**config.mk**
```make
export PLATFORM = sky130hd
export DESIGN_NAME = cla_pipe_adder
export DESIGN_NICKNAME = d
export VERILOG_FILES = /design/src/rtl/cla_pipe_adder.sv
export SDC_FILE = /design/constraint.sdc
export NUM_CORES = 1
export LEC_CHECK = 0
export BUFFER_PORTS_ARGS = -buffer_cell sky130_fd_sc_hd__buf_2
export CORE_MARGIN = 3
export CORE_UTILIZATION = 40
export CTS_BUF_LIST = sky130_fd_sc_hd__clkbuf_16
export DETAILED_ROUTE_END_ITERATION = 7
export GPL_TIMING_DRIVEN = 0
export PLACE_DENSITY_LB_ADDON = 0.05
export SYNTH_ARGS = -nofsm -noshare
export SYNTH_HDL_FRONTEND = slang
export SYNTH_SLANG_ARGS = --single-unit
```
**constraint.sdc**
```tcl
create_clock -name clk -period 4.87 [get_ports clk]
set_input_delay 0.974 -clock clk [delete_from_list [all_inputs] [get_ports clk]]
set_output_delay 0.974 -clock clk [all_outputs]
set_load 0.005 [all_outputs]
```
**src/rtl/cla_pipe_adder.sv**
```systemverilog
// Pipelined carry-lookahead adder/subtractor: WIDTH split into STAGES segments, BLOCK-bit lookahead groups per segment.
// Latency: STAGES register stages; an operand accepted at edge N is presented as out_valid after edge N+STAGES-1.
// Backpressure: whole pipe advances only when the output slot is empty or being taken; otherwise every stage holds.
// Optional feature macro CLA_SAT_EN: clamp sum to signed max/min on overflow (default build wraps modulo 2^WIDTH).
module cla_pipe_adder #(
    parameter int WIDTH  = 32,
    parameter int BLOCK  = 4,
    parameter int STAGES = 2
) (
    input  logic             clk,
    input  logic             rst,
    input  logic             in_valid,
    output logic             in_ready,
    input  logic [WIDTH-1:0] a,
    input  logic [WIDTH-1:0] b,
    input  logic             cin,
    input  logic             sub,
    output logic             out_valid,
    input  logic             out_ready,
    output logic [WIDTH-1:0] sum,
    output logic             cout,
    output logic             ovf,
    output logic             zero
);

    localparam int SEG  = WIDTH / STAGES;
    localparam int NGRP = SEG / BLOCK;

    // Segment k of x+y+ci. Returns {carry into segment MSB, carry out, segment sum}.
    // Every carry is a sum-of-products of g/p terms: group G/P inside each block,
    // group carries from a second lookahead level, bit carries from their group carry.
    function automatic logic [SEG+1:0] cla_seg(input logic [WIDTH-1:0] x,
                                               input logic [WIDTH-1:0] y,
                                               input logic             ci,
                                               input int               k);
        logic [SEG-1:0]  g;
        logic [SEG-1:0]  p;
        logic [NGRP-1:0] gg;
        logic [NGRP-1:0] gp;
        logic [NGRP:0]   gc;
        logic [SEG:0]    c;
        logic            t;
        for (int i = 0; i < SEG; i++) begin
            g[i] = x[k*SEG+i] & y[k*SEG+i];
            p[i] = x[k*SEG+i] ^ y[k*SEG+i];
        end
        for (int j = 0; j < NGRP; j++) begin
            gg[j] = 1'b0;
            gp[j] = 1'b1;
            for (int o = 0; o < BLOCK; o++) begin
                gp[j] = gp[j] & p[j*BLOCK+o];
                t = g[j*BLOCK+o];
                for (int l = o + 1; l < BLOCK; l++) t = t & p[j*BLOCK+l];
                gg[j] = gg[j] | t;
            end
        end
        for (int j = 0; j <= NGRP; j++) begin
            t = ci;
            for (int l = 0; l < j; l++) t = t & gp[l];
            gc[j] = t;
            for (int m = 0; m < j; m++) begin
                t = gg[m];
                for (int l = m + 1; l < j; l++) t = t & gp[l];
                gc[j] = gc[j] | t;
            end
        end
        for (int j = 0; j < NGRP; j++) begin
            for (int o = 0; o < BLOCK; o++) begin
                t = gc[j];
                for (int l = 0; l < o; l++) t = t & p[j*BLOCK+l];
                c[j*BLOCK+o] = t;
                for (int m = 0; m < o; m++) begin
                    t = g[j*BLOCK+m];
                    for (int l = m + 1; l < o; l++) t = t & p[j*BLOCK+l];
                    c[j*BLOCK+o] = c[j*BLOCK+o] | t;
                end
            end
        end
        c[SEG] = gc[NGRP];
        return {c[SEG-1], c[SEG], p ^ c[SEG-1:0]};
    endfunction

    logic              pipe_en;
    logic [STAGES-1:0] vld_q, vld_d;
    logic [STAGES-1:0] c_q, c_d;
    logic [WIDTH-1:0]  a_q   [STAGES];
    logic [WIDTH-1:0]  a_d   [STAGES];
    logic [WIDTH-1:0]  bb_q  [STAGES];
    logic [WIDTH-1:0]  bb_d  [STAGES];
    logic [WIDTH-1:0]  sum_q [STAGES];
    logic [WIDTH-1:0]  sum_d [STAGES];
    logic              ovf_q, ovf_d;
    logic              zero_q, zero_d;

    logic [WIDTH-1:0]  src_a   [STAGES];
    logic [WIDTH-1:0]  src_b   [STAGES];
    logic [WIDTH-1:0]  src_sum [STAGES];
    logic [STAGES-1:0] src_c;
    logic [STAGES-1:0] src_v;
    logic [SEG+1:0]    seg_r;

    // Stage sources, per-segment lookahead add, final-stage flags and optional clamp.
    always_comb begin
        pipe_en    = !vld_q[STAGES-1] | out_ready;
        in_ready   = pipe_en & !rst;
        seg_r      = '0;
        src_a[0]   = a;
        src_b[0]   = sub ? ~b : b;
        src_c[0]   = sub ? ~cin : cin;
        src_sum[0] = '0;
        src_v[0]   = in_valid;
        for (int k = 1; k < STAGES; k++) begin
            src_a[k]   = a_q[k-1];
            src_b[k]   = bb_q[k-1];
            src_sum[k] = sum_q[k-1];
            src_c[k]   = c_q[k-1];
            src_v[k]   = vld_q[k-1];
        end
        vld_d  = vld_q;
        c_d    = c_q;
        ovf_d  = ovf_q;
        zero_d = zero_q;
        for (int k = 0; k < STAGES; k++) begin
            a_d[k]   = a_q[k];
            bb_d[k]  = bb_q[k];
            sum_d[k] = sum_q[k];
        end
        if (pipe_en) begin
            for (int k = 0; k < STAGES; k++) begin
                seg_r                   = cla_seg(src_a[k], src_b[k], src_c[k], k);
                a_d[k]                  = src_a[k];
                bb_d[k]                 = src_b[k];
                sum_d[k]                = src_sum[k];
                sum_d[k][k*SEG +: SEG]  = seg_r[SEG-1:0];
                c_d[k]                  = seg_r[SEG];
                vld_d[k]                = src_v[k];
                if (k == STAGES - 1) begin
                    ovf_d = seg_r[SEG+1] ^ seg_r[SEG];
`ifdef CLA_SAT_EN
                    // Clamp direction follows the sign of A (both operands share it on overflow).
                    if (ovf_d) begin
                        sum_d[k] = src_a[k][WIDTH-1] ? {1'b1, {(WIDTH-1){1'b0}}}
                                                     : {1'b0, {(WIDTH-1){1'b1}}};
                    end
`endif
                    zero_d = ~|sum_d[k];
                end
            end
        end
    end

    // Pipeline registers; reset drops everything in flight.
    always_ff @(posedge clk) begin
        if (rst) begin
            vld_q  <= '0;
            c_q    <= '0;
            ovf_q  <= 1'b0;
            zero_q <= 1'b0;
            for (int k = 0; k < STAGES; k++) begin
                a_q[k]   <= '0;
                bb_q[k]  <= '0;
                sum_q[k] <= '0;
            end
        end else begin
            vld_q  <= vld_d;
            c_q    <= c_d;
            ovf_q  <= ovf_d;
            zero_q <= zero_d;
            for (int k = 0; k < STAGES; k++) begin
                a_q[k]   <= a_d[k];
                bb_q[k]  <= bb_d[k];
                sum_q[k] <= sum_d[k];
            end
        end
    end

    assign out_valid = vld_q[STAGES-1];
    assign sum       = sum_q[STAGES-1];
    assign cout      = c_q[STAGES-1];
    assign ovf       = ovf_q;
    assign zero      = zero_q;

endmodule

```
# Word level (Yosys, flattened, before mapping)
# Memories as Yosys holds them, arrays and structs flattened.
# Cells that the tools add are included.
[totals] latchBits=0 out_inout_bits=37 wordCells=312 rom_bits=0 inputBits=70 ramBits=192 reg_bits=6 n_memories=3
[classes] n_div=0 bitwise=285 multipliers=0 magnitude_cmp=0 reduce_logical=5 n_mux=14 eq_ne=1 add_sub_neg=0 shifts=0
[mem_list] name="a_q" words=2 width=32 rd=1 rd_ports_with_merged_regs=0 wr=2 line_no="86" text="logic [WIDTH-1:0] a_q [STAGES];"
[mem_list] name="bb_q" words=2 width=32 rd=1 rd_ports_with_merged_regs=0 wr=2 line_no="88" text="logic [WIDTH-1:0] bb_q [STAGES];"
[mem_list] name="sum_q" words=2 width=32 rd=2 rd_ports_with_merged_regs=0 wr=2 line_no="90" text="logic [WIDTH-1:0] sum_q [STAGES];"
[op_table] cell="$mux W32" n=7
[op_table] cell="$mux W64" n=3
[op_table] cell="$and A1 B1 Y1" n=149
[op_table] cell="$or A1 B1 Y1" n=99
[op_table] cell="$xor A1 B1 Y1" n=33
[op_table] cell="$not A32 Y32" n=1
[op_table] cell="$reduce_or A32 Y1" n=1
[op_table] cell="$xor A16 B16 Y16" n=2
[op_table] cell="$mux W1" n=4
[op_table] cell="$logic_not A1 Y1" n=3
[op_table] cell="$reduce_and A2 Y1" n=1
[op_table] cell="$ne A1 B1 Y1 const B" n=1
[op_table] cell="$not A1 Y1" n=1

# Logic depth before layout (Yosys ltp)
[depth] word_depth=23 depth_mapped=14 mapped_depth_nobuf=12

# Worst setup path after synthesis
# No wires, ideal clock.
[synth_path] path_type="input-to-reg" from="input sub" to="memory sum_q[0][15]" cell_stages=14 required_time_ps=4742 setup_ps=128 path_buffers=2 path_slack_ps=1151 arrival_ps=3590 path_cell_list="buf_6 > clkbuf_1 > xor2_1 > ha_1 > a21o_1 > a21o_1 > a221o_1 > a31o_1 > ha_1 > o21ai_0 > nand2b_1 > a21oi_1 > xor2_1 > o21ai_0"
[synth_lines] element="from (decl)" line_no="17" text="input logic sub,"
[synth_lines] element="to (decl)" line_no="90"

==> flow_summary_export.csv <==
group,metric,value,unit
sta,finalSetupViolations,0,
grt,first_global_vias,3426,
cts,cts-root-buf,"clkbuf_16",
yosys,netlist_area,4600,um^2
yosys,syn-instance-count,440,
cts,cts_buffers,9,
sta,rsz0062_at_grt,"false",
grt,grt_pass1_wl,17400,um
grt,grt_overflow,0,
cells_and_area,mostFrequentLayoutCell,"buf_2",
placed_design,gp_congestion,0.812,
cells_and_area,fin_nets,674,
cts,h-tree-depth,3,
cts,cts_resized,0,
route,viasPerCell,4.98,
sta,fin_setup_tns,0,ps
power,p_sw,594,uW
placed_design,place_hpwl,8650,um
yosys,ys_warn_count,0,
route,vias,3488,
yosys,synth.distinct_cells,43,
route,ant_nets,0,
yosys,synth_ff_type,"dfxtp_1",
sta,slew_headroom,54.3,%
sta,fin_skew,7.74,ps
job,maxCapViolations,0,
power,static-leakage-power,0.00264,uW
sta,tightest_slew,685,ps
power,clock_power_share,36.3,%
sta,slew_violations,0,
grt,grtUsageMet2,25.0,%
hold_path,hold_path_depth,2,
critical_path,worst-path-max-fanout,10,
power,p_int,1500,uW
floorplan,initial_core_util,41.7,%
placed_design,port_buffers,104,
floorplan,fp.coreArea,11000,um^2
grt,grt_util_met1,26.1,%
critical_path,cpPeakStageDelay,530,ps
grt,top_usage_layer,"met1",
power,switching_share,28.4,%
floorplan,dieArea,12800,um^2
route,totalWireLength,10900,um
grt,antenna_found_initial,0,
grt,grt_max_degree,34,
cts,insertion_delay,340,ps
cts,cts_hold_buf,0,
grt,grt_usage,17.4,%
critical_path,cp-end-kind,"flip-flop",
power,finalPower,2090,uW
yosys,ys_ff_latch,86,
cts,cts_tree,"built",
yosys,avgSynthCellArea,10.4,um^2
sta,timing.fmax,0.268,GHz
yosys,synth-edff-count,32,
power,irDropWorstVdd,0.207,mV
yosys,async_flop_share,0,%
floorplan,placementRows,38,
critical_path,crit_arrival,3940,ps
cts,cts_buffer_depth,2,
cells_and_area,n_antenna_cell,0,
power,combPwrFrac,21.2,%
critical_path,worst_setup_path_start_kind,"input pin",
route,drc_errors,0,
critical_path,crit_chain,"buf_6, clkbuf_1, xor2_1, ha_1, a21o_1, a21o_1, a221o_1, a31o_1, ha_1, o21ai_0, nand2b_1, a21oi_1, xor2_1, o21ai_0",
critical_path,crit_required,5070,ps
critical_path,critPathKind,"in -> reg",
critical_path,r2r_cells,12,
cells_and_area,area_growth,22.8,%
cts,clk_pin_slew,60,ps
sta,fin_crit_sh,76.6,%
yosys,ys_seq_area_share,44.4,%
sta,layout_min_cycle_time,3730,ps
power,power.density,371,nW/um^2
cts,post_cts.repair.setup_buffers,0,
hold_path,hp-class,"reg -> reg",
sta,hold_violations,0,
floorplan,io_pins,107,
cells_and_area,final_cell_mix,"buf_2, dfxtp_1, ha_1",
status,status,"complete, no violations",
grt,grtUsageMet3,3.80,%
floorplan,die_x,113,um
floorplan,die_h,113,um
power,p_seq_share,42.6,%
route,wl_per_cell,15.5,um
critical_path,cpMaxStageDelayCell,"clkbuf_1",
route,first_pass_iters,4,
cells_and_area,final_layout_size_suffix_gt1_share,23.0,%
cts,cts.sinks,86,
route,drt-initial-drc-count,217,
yosys,synth_fp_nets,558,
sequential cells by signal, indices dropped and copies added, names as in the netlist:
register	cells
a_q	16
bb_q	16
c_q	2
ovf	1
sum_q	48
vld_q	2
zero	1
logic make-up (layout without fill, tap and decap cells):
kind of cell               count (synthesis)  count (layout)  share of synthesized area [%]
AOI/OAI and AO/OA                        107             107                           16.1
adders and majority gates                 48              48                           14.4
xor gates and xnor gates                  53              53                           10.1
and+or+nand+nor                          108             108                           11.7
buffers and inverters                     38             159                           3.32
DFF                                       86              86                           44.4
power groups by stage:
stage / registers [uW] / clock network (uW) / logic [uW]
floorplan: 892 / 0 / 283
global placement: 905 / 0 / 438
detailed placement: 906 / 0 / 446
CTS: 891 / 767 / 448
global route: 902 / 806 / 500
finish: 891 / 759 / 444
final timing paths:
kind | slack, ps | start | to
worst max-delay path | 1140 | sub | sum_q[0][15]
worst min-delay path | 470 | vld_q[0] | vld_q[1]
worst max register to register | 1670 | a_q[0][18] | zero
worst min register to register | 470 | vld_q[0] | vld_q[1]
cells in the mapped netlist (4+ instances only):
cell type | number | share of area (%)
dfxtp_1 | 54 | 24
ha_1 | 40 | 11
o21ai_0 | 34 | 3.7
edfxtp_1 | 32 | 21
xor2_1 | 32 | 6.1
nand2_1 | 31 | 2.5
a22o_1 | 29 | 5.5
nor2_1 | 27 | 2.2
xnor2_1 | 21 | 4.0
inv_1 | 20 | 1.6
a21oi_1 | 17 | 1.9
nor2b_1 | 16 | 2.2
clkbuf_1 | 12 | 0.98
fa_1 | 8 | 3.5
a21o_1 | 6 | 0.98
nand2b_1 | 6 | 0.82
nor4_1 | 5 | 0.68
nand4_1 | 4 | 0.54
nor3_1 | 4 | 0.44
o211a_1 | 4 | 0.87
per-layer routing:
| layer | vias up | part of all wire, % |
|---|---|---|
| met3 | 10 | 4.9 |
| met5 | - | 0 |
| met1 | 1591 | 52 |
| met4 | 0 | 1.2 |
| met2 | 89 | 41 |
| li1 | 1798 | - |
area by class of cell:
class | instances | area [um^2]
Fill cell | 1041 | 5390
Multi-Input combinational cell | 316 | 2400
Sequential cell | 86 | 2040
Timing Repair Buffer | 105 | 548
Clock buffer | 9 | 225
Tap cell | 140 | 175
Clock inverter | 7 | 101
Buffer | 18 | 77.6
Inverter | 20 | 75.1
metrics by stage:
step                utilization (%)  std cells  area, um^2  hold WS [ps]  setup WS, ps
finish                         51.2        701        5650           466          1140
global placement               48.0        684        5290           445           795
floorplan                         -        440        4600           427          1150
global route                   51.2        701        5650           480           866
CTS                            50.9        700        5620           468          1110
detailed placement             48.0        684        5290           451           757
worst max-delay path: cells and delay by family:
kind	cells	cell delay (ps)
AO/OA/AOI/OAI	7	1380
XOR/XNOR	2	310
adder cells (fa/ha/maj)	2	550
buffers and inverters	2	630
AND/OR/NAND/NOR	1	100
No activity file was read; power rests on OpenSTA's default activity.
